`src/rtl/sel_enc_pkg.sv`:
```
// -----------------------------------------------------------------------------
// sel_enc_pkg
//   Shared types and helpers for the select priority encoder.
//   - state_e : output stage occupancy (EMPTY = no result held, FULL = result held)
//   - idx_w() : width of the encoded index for an N-bit request vector
// -----------------------------------------------------------------------------
package sel_enc_pkg;

    typedef enum logic {
        EMPTY = 1'b0,
        FULL  = 1'b1
    } state_e;

    // Width of a binary index that can address n request bits.
    function automatic int idx_w(input int n);
        return (n <= 1) ? 1 : $clog2(n);
    endfunction

endpackage : sel_enc_pkg

```
`src/rtl/sel_priority_encoder_if.sv`:
```
// -----------------------------------------------------------------------------
// sel_priority_encoder_if
//   Request/result bus of the select priority encoder.
//   Parameters : N (request width), CNT_W (delivered-result counter width)
//   Signals    : in_valid/in_ready/req      request side (master drives valid/req)
//                out_valid/out_ready         result handshake (master drives ready)
//                sel/none/xerr/cnt           result payload and delivered count
//   Modports   : master - the client issuing requests and consuming results
//                slave  - the encoder block
// -----------------------------------------------------------------------------
interface sel_priority_encoder_if #(
    parameter int N     = 8,
    parameter int CNT_W = 16
);
    import sel_enc_pkg::*;

    localparam int IDX_W = idx_w(N);

    logic             in_valid;
    logic             in_ready;
    logic [N-1:0]     req;
    logic             out_valid;
    logic             out_ready;
    logic [IDX_W-1:0] sel;
    logic             none;
    logic             xerr;
    logic [CNT_W-1:0] cnt;

    modport master (
        output in_valid,
        output req,
        output out_ready,
        input  in_ready,
        input  out_valid,
        input  sel,
        input  none,
        input  xerr,
        input  cnt
    );

    modport slave (
        input  in_valid,
        input  req,
        input  out_ready,
        output in_ready,
        output out_valid,
        output sel,
        output none,
        output xerr,
        output cnt
    );

endinterface : sel_priority_encoder_if

```
`src/rtl/sel_lsb_find.sv`:
```
// -----------------------------------------------------------------------------
// sel_lsb_find
//   Combinational lowest-set-bit search. Bit 0 has the highest priority.
//   Ports:
//     req  in  N      request vector
//     idx  out IDX_W  index of the lowest set bit (0 when req is all zeros)
//     zero out 1      req is all zeros
// -----------------------------------------------------------------------------
module sel_lsb_find
    import sel_enc_pkg::*;
#(
    parameter  int N     = 8,
    localparam int IDX_W = idx_w(N)
) (
    input  logic [N-1:0]     req,
    output logic [IDX_W-1:0] idx,
    output logic             zero
);

    // lower_any[k] is set when any of req[k-1:0] is set; a bit is granted
    // only when nothing below it is requesting, so at most one grant is hot.
    logic [N:0]   lower_any;
    logic [N-1:0] grant;

    assign lower_any[0] = 1'b0;

    genvar gi;
    generate
        for (gi = 0; gi < N; gi++) begin : g_grant
            assign lower_any[gi+1] = lower_any[gi] | req[gi];
            assign grant[gi]       = req[gi] & ~lower_any[gi];
        end
    endgenerate

    assign zero = ~lower_any[N];

    // One-hot to binary: OR together the indices of granted bits.
    always_comb begin
        idx = '0;
        for (int i = 0; i < N; i++) begin
            if (grant[i]) begin
                idx = idx | IDX_W'(i);
            end
        end
    end

endmodule : sel_lsb_find

```
`src/rtl/sel_priority_encoder.sv`:
```
// -----------------------------------------------------------------------------
// sel_priority_encoder
//   Encodes an N-bit request vector into the binary index of its lowest set
//   bit, registered behind a one-entry valid/ready output stage, and counts
//   delivered results with a saturating counter.
//   Parameters : N (2..32), CNT_W
//   Ports:
//     clk    in   single clock, rising edge
//     rst_n  in   asynchronous active-low reset
//     bus    slave modport of sel_priority_encoder_if
//            (in_valid/in_ready/req, out_valid/out_ready, sel/none/xerr/cnt)
//   Optional build macro: REQ_XCHECK_EN
//     defined   - an accepted req holding x/z bits yields xerr=1, none=1, sel=0
//                 (simulation-only check; has no hardware meaning)
//     undefined - xerr is always 0 and req is encoded as-is
// -----------------------------------------------------------------------------
module sel_priority_encoder
    import sel_enc_pkg::*;
#(
    parameter int N     = 8,
    parameter int CNT_W = 16
) (
    input  logic                  clk,
    input  logic                  rst_n,
    sel_priority_encoder_if.slave bus
);

    localparam int IDX_W = idx_w(N);

    state_e           state_q, state_d;
    logic [IDX_W-1:0] sel_q,   sel_d;
    logic             none_q,  none_d;
    logic             xerr_q,  xerr_d;
    logic [CNT_W-1:0] cnt_q,   cnt_d;

    logic [IDX_W-1:0] find_idx;
    logic             find_zero;
    logic             req_has_x;
    logic             accept;
    logic             consume;

    sel_lsb_find #(
        .N (N)
    ) u_lsb_find (
        .req  (bus.req),
        .idx  (find_idx),
        .zero (find_zero)
    );

`ifdef REQ_XCHECK_EN
    // Reduction-XOR goes to x whenever any request bit is x/z.
    assign req_has_x = ((^bus.req) === 1'bx);
`else
    assign req_has_x = 1'b0;
`endif

    // A held result can be replaced on the same edge it is consumed, which
    // keeps one transfer per cycle while the consumer is ready.
    assign bus.in_ready  = (state_q == EMPTY) | bus.out_ready;
    assign accept        = bus.in_valid & bus.in_ready;
    assign consume       = (state_q == FULL) & bus.out_ready;

    assign bus.out_valid = (state_q == FULL);
    assign bus.sel       = sel_q;
    assign bus.none      = none_q;
    assign bus.xerr      = xerr_q;
    assign bus.cnt       = cnt_q;

    // Next-state and result load.
    always_comb begin
        state_d = state_q;
        sel_d   = sel_q;
        none_d  = none_q;
        xerr_d  = xerr_q;

        case (state_q)
            EMPTY: begin
                if (accept) begin
                    state_d = FULL;
                end
            end
            FULL: begin
                if (bus.out_ready && !bus.in_valid) begin
                    state_d = EMPTY;
                end
            end
            default: begin
                state_d = EMPTY;
            end
        endcase

        if (accept) begin
            if (req_has_x) begin
                sel_d  = '0;
                none_d = 1'b1;
                xerr_d = 1'b1;
            end else begin
                sel_d  = find_idx;
                none_d = find_zero;
                xerr_d = 1'b0;
            end
        end
    end

    // Delivered-result counter, holds at all-ones instead of wrapping.
    always_comb begin
        cnt_d = cnt_q;
        if (consume && (cnt_q != {CNT_W{1'b1}})) begin
            cnt_d = cnt_q + CNT_W'(1);
        end
    end

    always_ff @(posedge clk or negedge rst_n) begin
        if (!rst_n) begin
            state_q <= EMPTY;
            sel_q   <= '0;
            none_q  <= 1'b0;
            xerr_q  <= 1'b0;
            cnt_q   <= '0;
        end else begin
            state_q <= state_d;
            sel_q   <= sel_d;
            none_q  <= none_d;
            xerr_q  <= xerr_d;
            cnt_q   <= cnt_d;
        end
    end

endmodule : sel_priority_encoder

```
`src/flat_wrapper.sv`:
```
// flat-port wrapper written by rule: the top's interface ports become plain ports
module sel_priority_encoder_flat import sel_enc_pkg::*;
#(
    parameter int N     = 8,
    parameter int CNT_W = 16
)
  (clk, rst_n, bus_in_valid, bus_req, bus_out_ready, bus_in_ready, bus_out_valid, bus_sel, bus_none, bus_xerr, bus_cnt);
  sel_priority_encoder_if #(.N(N), .CNT_W(CNT_W)) bus_i ();
  input  logic clk;
  input  logic rst_n;
  input wire logic [$bits(bus_i.in_valid)-1:0] bus_in_valid;
  input wire logic [$bits(bus_i.req)-1:0] bus_req;
  input wire logic [$bits(bus_i.out_ready)-1:0] bus_out_ready;
  output wire logic [$bits(bus_i.in_ready)-1:0] bus_in_ready;
  output wire logic [$bits(bus_i.out_valid)-1:0] bus_out_valid;
  output wire logic [$bits(bus_i.sel)-1:0] bus_sel;
  output wire logic [$bits(bus_i.none)-1:0] bus_none;
  output wire logic [$bits(bus_i.xerr)-1:0] bus_xerr;
  output wire logic [$bits(bus_i.cnt)-1:0] bus_cnt;
  assign bus_i.in_valid = bus_in_valid;
  assign bus_i.req = bus_req;
  assign bus_i.out_ready = bus_out_ready;
  assign bus_in_ready = bus_i.in_ready;
  assign bus_out_valid = bus_i.out_valid;
  assign bus_sel = bus_i.sel;
  assign bus_none = bus_i.none;
  assign bus_xerr = bus_i.xerr;
  assign bus_cnt = bus_i.cnt;
  sel_priority_encoder #(.N(N), .CNT_W(CNT_W)) u_core (.clk(clk), .rst_n(rst_n), .bus(bus_i));
endmodule
```
`config.mk`:
```
export PLATFORM = sky130hd
export DESIGN_NAME = sel_priority_encoder_flat
export DESIGN_NICKNAME = d
export VERILOG_FILES = /design/src/rtl/sel_enc_pkg.sv /design/src/rtl/sel_priority_encoder_if.sv /design/src/rtl/sel_lsb_find.sv /design/src/rtl/sel_priority_encoder.sv /design/src/flat_wrapper.sv
export SDC_FILE = /design/constraint.sdc
export NUM_CORES = 1
export LEC_CHECK = 0
export CAP_MARGIN = 15
export CORE_MARGIN = 4
export CORE_UTILIZATION = 40
export CTS_CLUSTER_SIZE = 28
export DETAILED_ROUTE_END_ITERATION = 7
export PLACE_DENSITY = 0.7
export SETUP_SLACK_MARGIN = 0.2
export SLEW_MARGIN = 20
export SYNTH_ARGS = -nofsm -noshare
export SYNTH_HDL_FRONTEND = slang
export SYNTH_HIERARCHICAL = 1
export SYNTH_SLANG_ARGS = --single-unit
```
`constraint.sdc`:
```
create_clock -name clk -period 3.5 [get_ports clk]
set_input_delay 0.525 -clock clk [delete_from_list [all_inputs] [get_ports clk]]
set_output_delay 0.525 -clock clk [all_outputs]
set_load 0.1 [all_outputs]
```
==> impl_metrics.env <==
export IMPL_final_antenna_net_count=0
export IMPL_crit_cells=1
export IMPL_cts_htree_levels=1
export IMPL_grt_total_usage_pct=14.30
export IMPL_max_freq_ghz=0.4001
export IMPL_power_density_nw_per_um2=609.4
export IMPL_drive_gt1_share_pct=16.18
export IMPL_placement_cell_area_um2=1474
export IMPL_synth_ff_latch_count=21
export IMPL_gp_congestion=0.7645
export IMPL_finish_net_count=150
export IMPL_synthesis_warnings=6
export IMPL_synth_enable_flop_cells=0
export IMPL_design_core_area_um2=2567
export IMPL_drt_total_wl_mm=2.420
export IMPL_postCtsHoldBufs=0
export IMPL_seq_area_frac_synth_pct=47.09
export IMPL_number_of_rows_in_the_core_area=18
export IMPL_detail_route_iter0_violations=28
export IMPL_gr_total_overflow=0
export IMPL_detail_route_wl_per_cell_um=14.58
export IMPL_cts_setup_buffers=0
export IMPL_reg2reg_depth=4
export IMPL_crit_type="reg -> out"
export IMPL_final_slew_violations=0
export IMPL_ctsRootBufferMaster="sky130_fd_sc_hd__clkbuf_4"
export IMPL_setup_repair_after_global_routing_missed_its_margin="no"
export IMPL_worst_setup_path_start_kind="register"
export IMPL_cp_max_fo=7
export IMPL_proportion_of_synthesized_flip_flops_having_asynchronous_set_or_reset_pct=100.0
export IMPL_static_leakage_nw=0.6392
export IMPL_yosys_cell_types_count=35
export IMPL_cp_endpoint="bus_cnt[2]"
export IMPL_routed_via_density=5.355
export IMPL_worst_slew_margin_rel_pct=34.20
export IMPL_final_period_minus_worst_setup_slack_ns=2.499
export IMPL_synthesis_area_um2=1116
export IMPL_cp_buffers_inverters=1
export IMPL_clock_pin_slew_of_the_registers_on_the_worst_case_setup_and_hold_paths_ns=0.11
export IMPL_setup_worst_path_end_class="primary output"
export IMPL_startpoint="u_core/bus.cnt[2]"
export IMPL_total_power_w=0.0009143
export IMPL_antenna_found_initial=0
export IMPL_area_growth_synth_to_final_pct=34.42
export IMPL_ctsLongestPathBuffers=2
export IMPL_detailroute_via_count=889
export IMPL_hold_slack_ns=0.5129
export IMPL_floorplan_die_area_um2=3699
export IMPL_clk_insertion_delay_late_ns=0.30
export IMPL_rr_startpoint="u_core/bus.cnt[0]"
export IMPL_hold_path_class="reg -> reg"
export IMPL_data_required_time_at_the_worst_endpoint_ns=2.97
export IMPL_synth_largest_type_area_fraction_pct=47.09
export IMPL_die_h_um=60.82
export IMPL_placed_cells=162
export IMPL_finalClockSkew_ns=0.003506
export IMPL_setup_violations=0
export IMPL_die_w_um=60.82
export IMPL_critical_path_s_top_delay_family="buffers and inverters"
export IMPL_boundaryPins=35
export IMPL_tritoncts="built"
export IMPL_number_of_nets_produced_by_synthesis=113
export IMPL_grt_pass1_wl_mm=3.960
export IMPL_crit_arrival_ns=1.97
export IMPL_post_cts_resize_count=0
export IMPL_insertedDiodeCount=0
export IMPL_netlist_instances=100
export IMPL_finalHoldViolations=0
export IMPL_clock_sink_count=21
export IMPL_vdd_ir_drop_worst_uv=637.0
export IMPL_top_cell_type_by_total_area_after_synthesis="sky130_fd_sc_hd__dfrtp_1"
export IMPL_instances_no_fill=166
export IMPL_reg2reg_setup_slack_ns=1.72
export IMPL_post_synth_most_frequent_cells="sky130_fd_sc_hd__dfrtp_1 (21), sky130_fd_sc_hd__nand2_1 (10), sky130_fd_sc_hd__xnor2_1 (8)"
export IMPL_worstMarginPinSlew_ns=0.9839
export IMPL_r2r_end="u_core/bus.cnt[1]"
export IMPL_run_status="finished, final reports clean"
export IMPL_initial_core_util_pct=43.47
export IMPL_critical_path_slowest_cell="sky130_fd_sc_hd__clkdlybuf4s50_1"
export IMPL_totalNegativeSetupSlack_ns=0
export IMPL_critPathMaxStageDelay_ns=1.18
export IMPL_grt_pass1_vias=896
export IMPL_detailedRoute_firstPassIterationCount=4
export IMPL_synth_avg_cell_area_um2=11.16
export IMPL_most_frequent_cell_after_synthesis="sky130_fd_sc_hd__dfrtp_1"
export IMPL_fin_crit_sh_pct=71.41
export IMPL_grt_max_degree=22
export IMPL_drt_drc_violations_left=0
export IMPL_port_buffer_count=33
export IMPL_post_synth_main_area_contributors="sky130_fd_sc_hd__dfrtp_1 (47%), sky130_fd_sc_hd__xnor2_1 (6.3%), sky130_fd_sc_hd__mux2_2 (5.0%), sky130_fd_sc_hd__nand2_1 (3.4%), sky130_fd_sc_hd__nand4_1 (3.4%)"
export IMPL_ordered_list_of_cells_on_the_worst_path="clkdlybuf4s50_1"
export IMPL_tritoncts_num_buffers=3
export IMPL_ys_dominant_reg_cell="sky130_fd_sc_hd__dfrtp_1"
export IMPL_detailedPlacementHpwl_mm=1.863
export IMPL_cap_violations=0
export IMPL_finish_instance_area_um2=1500
-- layout make-up --
type,instances,area (µm²)
tap,30,37.54
inverter,4,15.01
multi-input combinational,74,568.0
fill,231,1067
timing repair buffer,33,327.8
clock buffer,4,26.28
sequential,21,525.5
-- where the power goes --
group	leakage [nW]	internal, W	switching, W	total (W)
Combinational	0.353	0.000116	0.000346	0.000462
Clock	0.0150	0.0000444	0.0000713	0.000116
Sequential	0.272	0.000279	0.0000575	0.000337
Total	0.639	0.000439	0.000475	0.000914
-- state kept, by name, summed over array words and instances, names as in the netlist --
name / cells
u_core/bus.cnt: 16
u_core/bus.none: 1
u_core/bus.out_valid: 1
u_core/bus.sel: 3
-- per-stage QoR --
stage               util, %  setup WS (ns)
global route          58.43         0.9229
finish                58.43          1.001
CTS                   58.43         0.9875
floorplan                 -         0.8795
global placement      57.41          1.361
detailed placement    57.41          1.356
-- cell families after synthesis --
group	Yosys count	synth area share, %
other	1	0.3360
muxes	7	7.286
AOI/OAI and AO/OA	11	8.745
and+or+nand+nor	42	23.99
adders and majority gates	1	1.121
buffers and inverters	5	2.018
xor gates and xnor gates	12	9.417
DFF	21	47.08
-- worst min-delay path by stage --
stage,from,to,slack [ns],depth (start not counted)
global placement,u_core/bus.sel[0],u_core/bus.sel[0],0.49,1
CTS,u_core/bus.sel[0],u_core/bus.sel[0],0.52,1
floorplan,rst_n,u_core/bus.cnt[0],0.23,0
finish,u_core/bus.sel[0],u_core/bus.sel[0],0.51,1
global route,u_core/bus.sel[1],u_core/bus.sel[1],0.54,1
detailed placement,u_core/bus.sel[0],u_core/bus.sel[0],0.49,1
-- routing by layer --
metal  vias up  track usage, %  part of all wire [%]
li1        429               -                     -
met1       425           18.01                    43
met2        35           23.21                    48
met3         0           5.957                   9.7
met4         0           2.786                     0
met5         -               0                     0
-- cells in the final DEF (no fill, tap or decap), drive strengths merged --
cell type / netlist / layout
a2111oi: 1 / 1
a21boi: 1 / 1
a21oi: 4 / 4
a41o: 1 / 1
a41oi: 1 / 1
and3: 3 / 3
and4: 3 / 3
buf: 1 / 1
clkbuf: 0 / 4
clkdlybuf4s50: 0 / 32
conb: 1 / 1
dfrtp: 21 / 21
ha: 1 / 1
inv: 4 / 4
mux2: 6 / 6
mux2i: 1 / 1
nand2: 10 / 10
nand2b: 2 / 2
nand3: 4 / 4
nand4: 7 / 7
nor2: 6 / 6
nor2b: 1 / 1
nor3: 3 / 3
nor3b: 1 / 1
nor4: 1 / 1
o21a: 1 / 1
o21ai: 1 / 1
o41ai: 1 / 1
or2: 1 / 1
xnor2: 8 / 8
xor2: 4 / 4
No activity file was read; power rests on OpenSTA's default activity.
